<file path="src/rtl/kong_game_ctrl.sv">
// Kong game sequencer: respawn, death/goal detection, lives/level/timer, stepped once per video frame.
// Build option KONG_CHEAT_LIVES_EN: deaths always respawn and never cost a life.
module kong_game_ctrl #(
  parameter int START_LIVES  = 3,
  parameter int NUM_LEVELS   = 4,
  parameter int LEVEL_TIME   = 99,
  parameter int FPS          = 60,
  parameter int DEATH_FRAMES = 90,
  parameter int DONE_FRAMES  = 120,
  parameter int FALL_LIMIT_Y = 480
) (
  input  logic        clk,
  input  logic        reset,
  input  logic        startOfFrame,
  input  logic        start_key,
  input  logic        collision_enemy,
  input  logic        collision_goal,
  input  logic [10:0] kong_y,
  output logic        kong_resetN,
  output logic        freeze,
  output logic [2:0]  game_state,
  output logic [2:0]  lives,
  output logic [3:0]  level,
  output logic [7:0]  time_left
);

  typedef enum logic [2:0] {
    S_IDLE       = 3'd0,
    S_RESPAWN    = 3'd1,
    S_PLAY       = 3'd2,
    S_DYING      = 3'd3,
    S_LEVEL_DONE = 3'd4,
    S_GAME_OVER  = 3'd5,
    S_WIN        = 3'd6
  } state_e;

  localparam int WAIT_MAX = (DEATH_FRAMES > DONE_FRAMES) ? DEATH_FRAMES : DONE_FRAMES;
  localparam int WAIT_W   = $clog2(WAIT_MAX + 1);
  localparam int FRAME_W  = $clog2(FPS + 1);

  localparam logic [WAIT_W-1:0]  DEATH_LAST = WAIT_W'(DEATH_FRAMES - 1);
  localparam logic [WAIT_W-1:0]  DONE_LAST  = WAIT_W'(DONE_FRAMES - 1);
  localparam logic [FRAME_W-1:0] FRAME_LAST = FRAME_W'(FPS - 1);
  localparam logic signed [10:0] FALL_Y     = 11'(FALL_LIMIT_Y);
  localparam logic [2:0]         LIVES_INIT = 3'(START_LIVES);
  localparam logic [3:0]         LEVEL_LAST = 4'(NUM_LEVELS - 1);
  localparam logic [7:0]         TIME_INIT  = 8'(LEVEL_TIME);

  state_e             state_q, state_d;
  logic [2:0]         lives_q, lives_d;
  logic [3:0]         level_q, level_d;
  logic [7:0]         time_left_q, time_left_d;
  logic [FRAME_W-1:0] frame_cnt_q, frame_cnt_d;
  logic [WAIT_W-1:0]  wait_cnt_q, wait_cnt_d;
  logic               start_lat_q, start_lat_d;
  logic               enemy_lat_q, enemy_lat_d;
  logic               goal_lat_q, goal_lat_d;
  logic               fell;

  assign fell = $signed(kong_y) > FALL_Y;

  // NOTE: sequential state uses <= so every flop samples the pre-edge value of every other flop.
  always_ff @(posedge clk) begin
    if (reset) begin
      state_q     <= S_IDLE;
      lives_q     <= '0;
      level_q     <= '0;
      time_left_q <= '0;
      frame_cnt_q <= '0;
      wait_cnt_q  <= '0;
      start_lat_q <= 1'b0;
      enemy_lat_q <= 1'b0;
      goal_lat_q  <= 1'b0;
    end else begin
      state_q     <= state_d;
      lives_q     <= lives_d;
      level_q     <= level_d;
      time_left_q <= time_left_d;
      frame_cnt_q <= frame_cnt_d;
      wait_cnt_q  <= wait_cnt_d;
      start_lat_q <= start_lat_d;
      enemy_lat_q <= enemy_lat_d;
      goal_lat_q  <= goal_lat_d;
    end
  end

  always_comb begin
    // NOTE: every _d defaults to its _q first, so no path through this block can infer a latch.
    state_d     = state_q;
    lives_d     = lives_q;
    level_d     = level_q;
    time_left_d = time_left_q;
    frame_cnt_d = frame_cnt_q;
    wait_cnt_d  = wait_cnt_q;
    start_lat_d = start_lat_q | start_key;
    enemy_lat_d = enemy_lat_q | collision_enemy;
    goal_lat_d  = goal_lat_q | collision_goal;

    if (startOfFrame) begin
      // Latches are consumed now; anything arriving on this cycle belongs to the next frame.
      start_lat_d = start_key;
      enemy_lat_d = collision_enemy;
      goal_lat_d  = collision_goal;

      case (state_q)
        S_IDLE: begin
          if (start_lat_q) begin
            state_d = S_RESPAWN;
            lives_d = LIVES_INIT;
            level_d = '0;
          end
        end
        S_RESPAWN: begin
          state_d     = S_PLAY;
          time_left_d = TIME_INIT;
          frame_cnt_d = '0;
        end
        S_PLAY: begin
          if (goal_lat_q) begin
            state_d = S_LEVEL_DONE;
          end else if (enemy_lat_q || fell || (time_left_q == '0)) begin
            state_d = S_DYING;
          end else if (frame_cnt_q == FRAME_LAST) begin
            frame_cnt_d = '0;
            if (time_left_q != '0) time_left_d = time_left_q - 8'd1;
          end else begin
            frame_cnt_d = frame_cnt_q + FRAME_W'(1);
          end
        end
        S_DYING: begin
          if (wait_cnt_q == DEATH_LAST) begin
`ifdef KONG_CHEAT_LIVES_EN
            state_d = S_RESPAWN;
`else
            if (lives_q == 3'd1) begin
              lives_d = '0;
              state_d = S_GAME_OVER;
            end else begin
              lives_d = lives_q - 3'd1;
              state_d = S_RESPAWN;
            end
`endif
          end else begin
            wait_cnt_d = wait_cnt_q + WAIT_W'(1);
          end
        end
        S_LEVEL_DONE: begin
          if (wait_cnt_q == DONE_LAST) begin
            if (level_q == LEVEL_LAST) begin
              state_d = S_WIN;
            end else begin
              level_d = level_q + 4'd1;
              state_d = S_RESPAWN;
            end
          end else begin
            wait_cnt_d = wait_cnt_q + WAIT_W'(1);
          end
        end
        S_GAME_OVER, S_WIN: begin
          if (start_lat_q) begin
            state_d = S_IDLE;
            lives_d = '0;
            level_d = '0;
          end
        end
        default: state_d = S_IDLE;
      endcase

      if (state_d != state_q) wait_cnt_d = '0;
    end
  end

  assign kong_resetN = !((state_q == S_IDLE) || (state_q == S_RESPAWN));
  assign freeze      = (state_q != S_PLAY);
  assign game_state  = state_q;
  assign lives       = lives_q;
  assign level       = level_q;
  assign time_left   = time_left_q;

endmodule

</file>
<file path="config.mk">
export PLATFORM = sky130hd
export DESIGN_NAME = kong_game_ctrl
export DESIGN_NICKNAME = d
export VERILOG_FILES = /design/src/rtl/kong_game_ctrl.sv
export SDC_FILE = /design/constraint.sdc
export NUM_CORES = 1
export LEC_CHECK = 0
export BUFFER_PORTS_ARGS = -buffer_cell sky130_fd_sc_hd__buf_4
export CORE_MARGIN = 1
export CORE_UTILIZATION = 50
export CTS_BUF_LIST = sky130_fd_sc_hd__clkbuf_8
export DETAILED_ROUTE_END_ITERATION = 10
export PLACE_DENSITY = 0.77
export SKIP_CTS_REPAIR_TIMING = 1
export SYNTH_ARGS = -nofsm -noshare
export SYNTH_HDL_FRONTEND = slang
export SYNTH_SLANG_ARGS = --single-unit
</file>
<file path="constraint.sdc">
create_clock -name clk -period 3.55 [get_ports clk]
set_clock_uncertainty 0.05 [all_clocks]
set_input_delay 0.1775 -clock clk [delete_from_list [all_inputs] [get_ports clk]]
set_output_delay 0.1775 -clock clk [all_outputs]
set_load 0.01 [all_outputs]
</file>
==> impl_metrics.json, run 1 <==
{
  "grt_max_degree": 32,
  "syn_area_per_cell_sq_um": 8.02,
  "antenna_found_initial": 0,
  "syn_inst": 261,
  "status": "complete, no violations",
  "crit_chain": "nor2b_1 > nand2_1 > o22ai_2 > nand4_2 > or4_1 > a31oi_1",
  "critPathLaunchType": "register",
  "cp_data_arrival_time_ns": 2.49,
  "clk_pin_slew_ns": 0.07,
  "std_cell_rows": 23,
  "hold_depth": 3,
  "die_w_um": 66.7,
  "cp.depth": 6,
  "initial_core_util_pct": 52.4,
  "critical_path_class": "reg2reg",
  "cts_tree": "built",
  "fin_tns_setup_ns": 0,
  "cts_root_buf": "clkbuf_8",
  "cp.required_ns": 3.71,
  "wl_per_cell_um": 14.0,
  "vias": 2009,
  "ir_drop_v": 0.000169,
  "slew_headroom_pct": 55.4,
  "period_needed_ns": 2.33,
  "ioPinCount": 37,
  "drive_gt1_share_pct": 18.5,
  "max_stage_delay_ns": 0.68,
  "ys.flop_type": "dfxtp_1",
  "drtPass1Iterations": 4,
  "fin_area_sq_um": 2440,
  "clockBufferDepth": 2,
  "rsz0062_at_grt": "no",
  "p_leak_nw": 0.916,
  "cp.buffers_inverters": 0,
  "via_per_inst": 5.87,
  "fill_cells": 378,
  "dpl_worst_slack_ns": 1.26,
  "diodes": 0,
  "yosys_warnings": 0,
  "seq_area_sq_um": 681,
  "syn_nets": 286,
  "power_uw": 803,
  "finalCritPeriodShare_pct": 65.7,
  "nets": 317,
  "syn2layout_area_growth_pct": 16.7,
  "power_density_nw_per_um2": 329,
  "reg2reg_depth": 6,
  "track_usage_pct": 22.8,
  "clkLatencyLatePin_ns": 0.29,
  "ys_seq_elements": 34,
  "cts_sinks": 34,
  "htree_num_levels": 2,
  "grt_overflow_total": 0,
  "crit_family": "simple AND/OR/NAND/NOR gates",
  "totalWireLength_um": 4770,
  "hold_viol_final": 0,
  "finalSetupViolCount": 0,
  "multi_input_area_sq_um": 1320,
  "port_buffers": 36,
  "ys_seq_area_share_pct": 32.5,
  "drtIter0Drc": 133,
  "clock.fmax_mhz": 429,
  "grt_pass1_wl_um": 7670,
  "dieArea_sq_um": 4450,
  "cts_made_buffers": 5,
  "routabilityCongestion": 0.894,
  "report.final.slew_viol_count": 0,
  "crit_path_end_kind": "register",
  "hp-class": "in2reg",
  "max_cap_violations": 0,
  "synth_async_sr_flop_share_pct": 0,
  "die_h_um": 66.7,
  "core-area_sq_um": 4000,
  "synth_area_sq_um": 2090,
  "drc": 0,
  "dpl_cell_area_sq_um": 2370,
  "dp_hpwl_um": 3380,
  "synthDistinctLibCells": 58,
  "synth_edf_count": 0,
  "critPathSlowestCell": "dfxtp_1",
  "worst_slack_ns": 1.22,
  "crit_fanout": 18,
  "grt_pass1_vias": 1726,
  "worst_slew_pin_slew_ns": 0.663,
  "ant_nets": 0
}
cells in the final DEF (no fill, tap or decap), types with 3 or more instances in the layout:
cell,instances
a21oi_1,20
mux2i_1,3
nor2b_1,5
nor3_1,6
ha_1,8
nor2_1,30
a211oi_1,4
clkbuf_8,5
or3_1,5
inv_1,12
or2_2,3
a31oi_1,6
dfxtp_1,34
buf_4,36
o21ai_0,10
nand2b_1,9
or4_1,3
xor2_1,3
a311oi_1,5
nand2_1,28
nor4_1,3
nand3_1,12
registers in the layout, summed over array words and instances (netlist names):
signal / flops
lives: 3
enemy_lat_q: 1
frame_cnt_q: 6
wait_cnt_q: 7
game_state: 3
goal_lat_q: 1
start_lat_q: 1
level: 4
time_left: 8
path summary, 6_finish.rpt:
kind,startpoint,end,slack (ns)
worst min-delay path,collision_goal,goal_lat_q,0.05
worst max register to register,game_state[0],wait_cnt_q[5],1.22
worst max-delay path,game_state[0],wait_cnt_q[5],1.22
worst min register to register,lives[1],lives[1],0.42
tightest hold or removal path: cells and delay by family:
| kind | cells | cell delay (ns) |
|---|---|---|
| buffers and inverters | 1 | 0.08 |
| and+or+nand+nor | 1 | 0.07 |
| AOI/OAI and AO/OA | 1 | 0.03 |
power breakdown:
part | switching, mW | leakage (nW) | total, mW | internal (mW)
clock network | 0.134 | 0.0466 | 0.263 | 0.129
registers | 0.0181 | 0.276 | 0.409 | 0.391
logic | 0.0696 | 0.593 | 0.131 | 0.0610
total | 0.222 | 0.916 | 0.803 | 0.581
cell type report:
type | count | area share, %
Clock buffer | 5 | 2.81
Clock inverter | 2 | 0.307
Inverter | 10 | 1.54
Multi-Input combinational cell | 205 | 53.9
Sequential cell | 34 | 27.8
Tap cell | 50 | 2.56
Timing Repair Buffer | 36 | 11.1
through the flow:
| step | utilization, % | std cells | hold WS, ns |
|---|---|---|---|
| after floorplan | - | 261 | 0.245 |
| after global placement | 59.2 | 335 | 0.331 |
| after detailed placement | 59.2 | 335 | 0.348 |
| after CTS | 61.1 | 342 | 0.0440 |
| after global routing | 61.1 | 342 | 0.0440 |
| final | 61.1 | 342 | 0.0464 |
cell usage after synthesis (2+ instances only):
cell	n	area (sq um)
nand4_1	2	12.5
nor3b_2	2	25.0
o211ai_1	2	15.0
o21a_1	2	15.0
a211o_1	2	17.5
or2_2	3	18.8
nand4b_1	2	17.5
o21ai_0	10	50.1
clkbuf_1	8	30.0
nor3_1	6	30.0
a31oi_1	6	37.5
nand2_1	28	105
a221o_1	2	20.0
nand3_1	12	60.1
mux2i_1	3	30.0
or3_1	5	31.3
nor2b_1	5	31.3
or4_1	3	22.5
inv_1	10	37.5
nand2b_1	9	56.3
a41oi_1	2	17.5
a21oi_1	20	100
xor2_1	3	26.3
nor4_1	3	18.8
a211oi_1	4	30.0
nand3b_1	2	15.0
ha_1	8	100
nor2_1	30	113
a311oi_1	5	43.8
dfxtp_1	34	681
per-layer routing:
metal / vias to the layer above / part of all wire, % / global-route usage (%) / routed length, um
met5: - / 0 / 0 / 0
met2: 48 / 47 / 37.9 / 2240
met3: 4 / 5.2 / 6.16 / 249
li1: 1016 / - / - / -
met1: 941 / 47 / 27.8 / 2240
met4: 0 / 0.80 / 8.51 / 38
cell families (layout without fill, tap and decap cells):
| logic type | Yosys count | in the layout | synth area share (%) |
|---|---|---|---|
| AOI/OAI and AO/OA | 69 | 69 | 23.9 |
| adders and majority gates | 8 | 8 | 4.78 |
| buffers and inverters | 22 | 53 | 4.60 |
| DFF | 34 | 34 | 32.5 |
| and+or+nand+nor | 121 | 121 | 31.1 |
| muxes | 3 | 3 | 1.43 |
| xor gates and xnor gates | 4 | 4 | 1.67 |
Power figures use the tool's default switching activity.
==> run 2: changes to the inputs <==
Settings changed: PLACE_DENSITY 0.77 to 0.79.
Clock period 3.55 ns to 1.9 ns, I/O delays scaled along.
==> impl_metrics.json, run 2 (same netlist as run 1, synthesis figures left out) <==
{
  "fin_area_sq_um": 3100,
  "crit_path_end_kind": "register",
  "p_leak_nw": 1.22,
  "die_w_um": 66.7,
  "hold_ws_ns": 0.101,
  "totalWireLength_um": 6300,
  "fin_tns_setup_ns": -0.716,
  "cts_tree": "built",
  "multi_input_area_sq_um": 1480,
  "die_h_um": 66.7,
  "dp_hpwl_um": 3920,
  "initial_core_util_pct": 52.4,
  "via_per_inst": 5.95,
  "clock.fmax_mhz": 501,
  "grt_max_degree": 32,
  "worst_slack_ns": -0.0959,
  "drive_gt1_share_pct": 42.6,
  "std_cell_rows": 23,
  "ir_drop_v": 0.000605,
  "diodes": 0,
  "nets": 374,
  "pwr-share-clk_pct": 36.4,
  "seq_power_share_pct": 42.8,
  "htree_num_levels": 2,
  "critPathLaunchType": "register",
  "cp.buffers_inverters": 2,
  "grt_pass1_wl_um": 9040,
  "critPathSlowestCell": "or4b_4",
  "finalCritPeriodShare_pct": 105,
  "crit_chain": "buf_6 > or4b_4 > o211ai_1 > buf_4 > o21ai_4 > a221o_1 > a21oi_2",
  "max_cap_violations": 0,
  "dieArea_sq_um": 4450,
  "cts_root_buf": "clkbuf_8",
  "syn2layout_area_growth_pct": 48.2,
  "cp.required_ns": 2.07,
  "clk_pin_slew_ns": 0.07,
  "drtIter0Drc": 116,
  "seq_area_sq_um": 696,
  "ioPinCount": 37,
  "worst_slew_pin_slew_ns": 0.549,
  "ant_nets": 0,
  "report.final.slew_viol_count": 0,
  "p_comb_share_pct": 20.8,
  "violations": "setup timing",
  "drc": 0,
  "sw_frac_of_total_pct": 27.4,
  "antenna_found_initial": 0,
  "status": "complete, but fails checks",
  "layout_common_cells": "buf_4, nor2_1, nand2_1",
  "power.switching_uw": 485,
  "wl_per_cell_um": 15.7,
  "critical_path_class": "reg2reg",
  "rsz0062_at_grt": "yes",
  "layout_commonest_cell": "buf_4",
  "power_mw": 1.77,
  "crit_fanout": 5,
  "largest_register_ffs": 8,
  "power_density_nw_per_um2": 569,
  "cp_data_arrival_time_ns": 2.17,
  "dpl_cell_area_sq_um": 2750,
  "routabilityCongestion": 0.902,
  "track_usage_pct": 26.7,
  "cts_made_buffers": 5,
  "hp-class": "in2reg",
  "grt_overflow_total": 0,
  "core-area_sq_um": 4000,
  "clockBufferDepth": 2,
  "max_stage_delay_ns": 0.53,
  "port_buffers": 36,
  "finalSetupViolCount": 14,
  "grt_pass1_vias": 2063,
  "p_int_mw": 1.28,
  "crit_family": "compound AO/OA/AOI/OAI gates",
  "fill_cells": 258,
  "clkLatencyLatePin_ns": 0.29,
  "hold_viol_final": 0,
  "period_needed_ns": 2.00,
  "vias": 2381,
  "cts_sinks": 34,
  "drtPass1Iterations": 5,
  "slew_headroom_pct": 63.1
}
[run 2: power by group through the flow]
stage          Sequential [mW]  Clock [mW]  Combinational (mW)
2_1_floorplan            0.770           0               0.173
3_3_place_gp             0.769           0               0.296
3_5_place_dp             0.770           0               0.301
4_1_cts                  0.754       0.645               0.302
5_1_grt                  0.758       0.675               0.397
6_report                 0.756       0.643               0.368
[run 2: worst min-delay path, delay by kind of cell]
kind / cells / cell delay [ns]
buffers and inverters: 1 / 0.17
AOI/OAI and AO/OA: 1 / 0.06
and+or+nand+nor: 1 / 0.07
[run 2: final timing paths]
kind	startpoint	endpoint	slack, ns	cells past startpoint
setup reg to reg	game_state[2]	lives[1]	-0.1	7
hold reg to reg	lives[1]	lives[1]	0.44	2
hold / removal	startOfFrame	game_state[1]	0.10	3
setup / recovery	game_state[2]	lives[1]	-0.1	7
[run 2: metrics by stage]
stage | instances | setup WS, ns | util (%)
after detailed placement | 382 | -0.173 | 68.8
after global routing | 400 | -0.184 | 77.6
final | 400 | -0.0959 | 77.6
after CTS | 390 | -0.219 | 71.5
after global placement | 382 | -0.101 | 68.8
after floorplan | 261 | -0.00940 | -
[run 2: area by class of cell]
| class | instances | share of cell area [%] |
|---|---|---|
| timing repair buffer | 93 | 23.1 |
| tap | 50 | 2.02 |
| clock buffer | 8 | 3.55 |
| inverter | 10 | 1.21 |
| sequential | 34 | 22.4 |
| multi-input combinational | 205 | 47.7 |
[run 2: layer usage]
metal / track usage, % / share of wire (%)
met1: 34.2 / 41
met4: 8.78 / 2.7
met5: 0 / 0
met3: 4.79 / 6.5
met2: 44.6 / 50
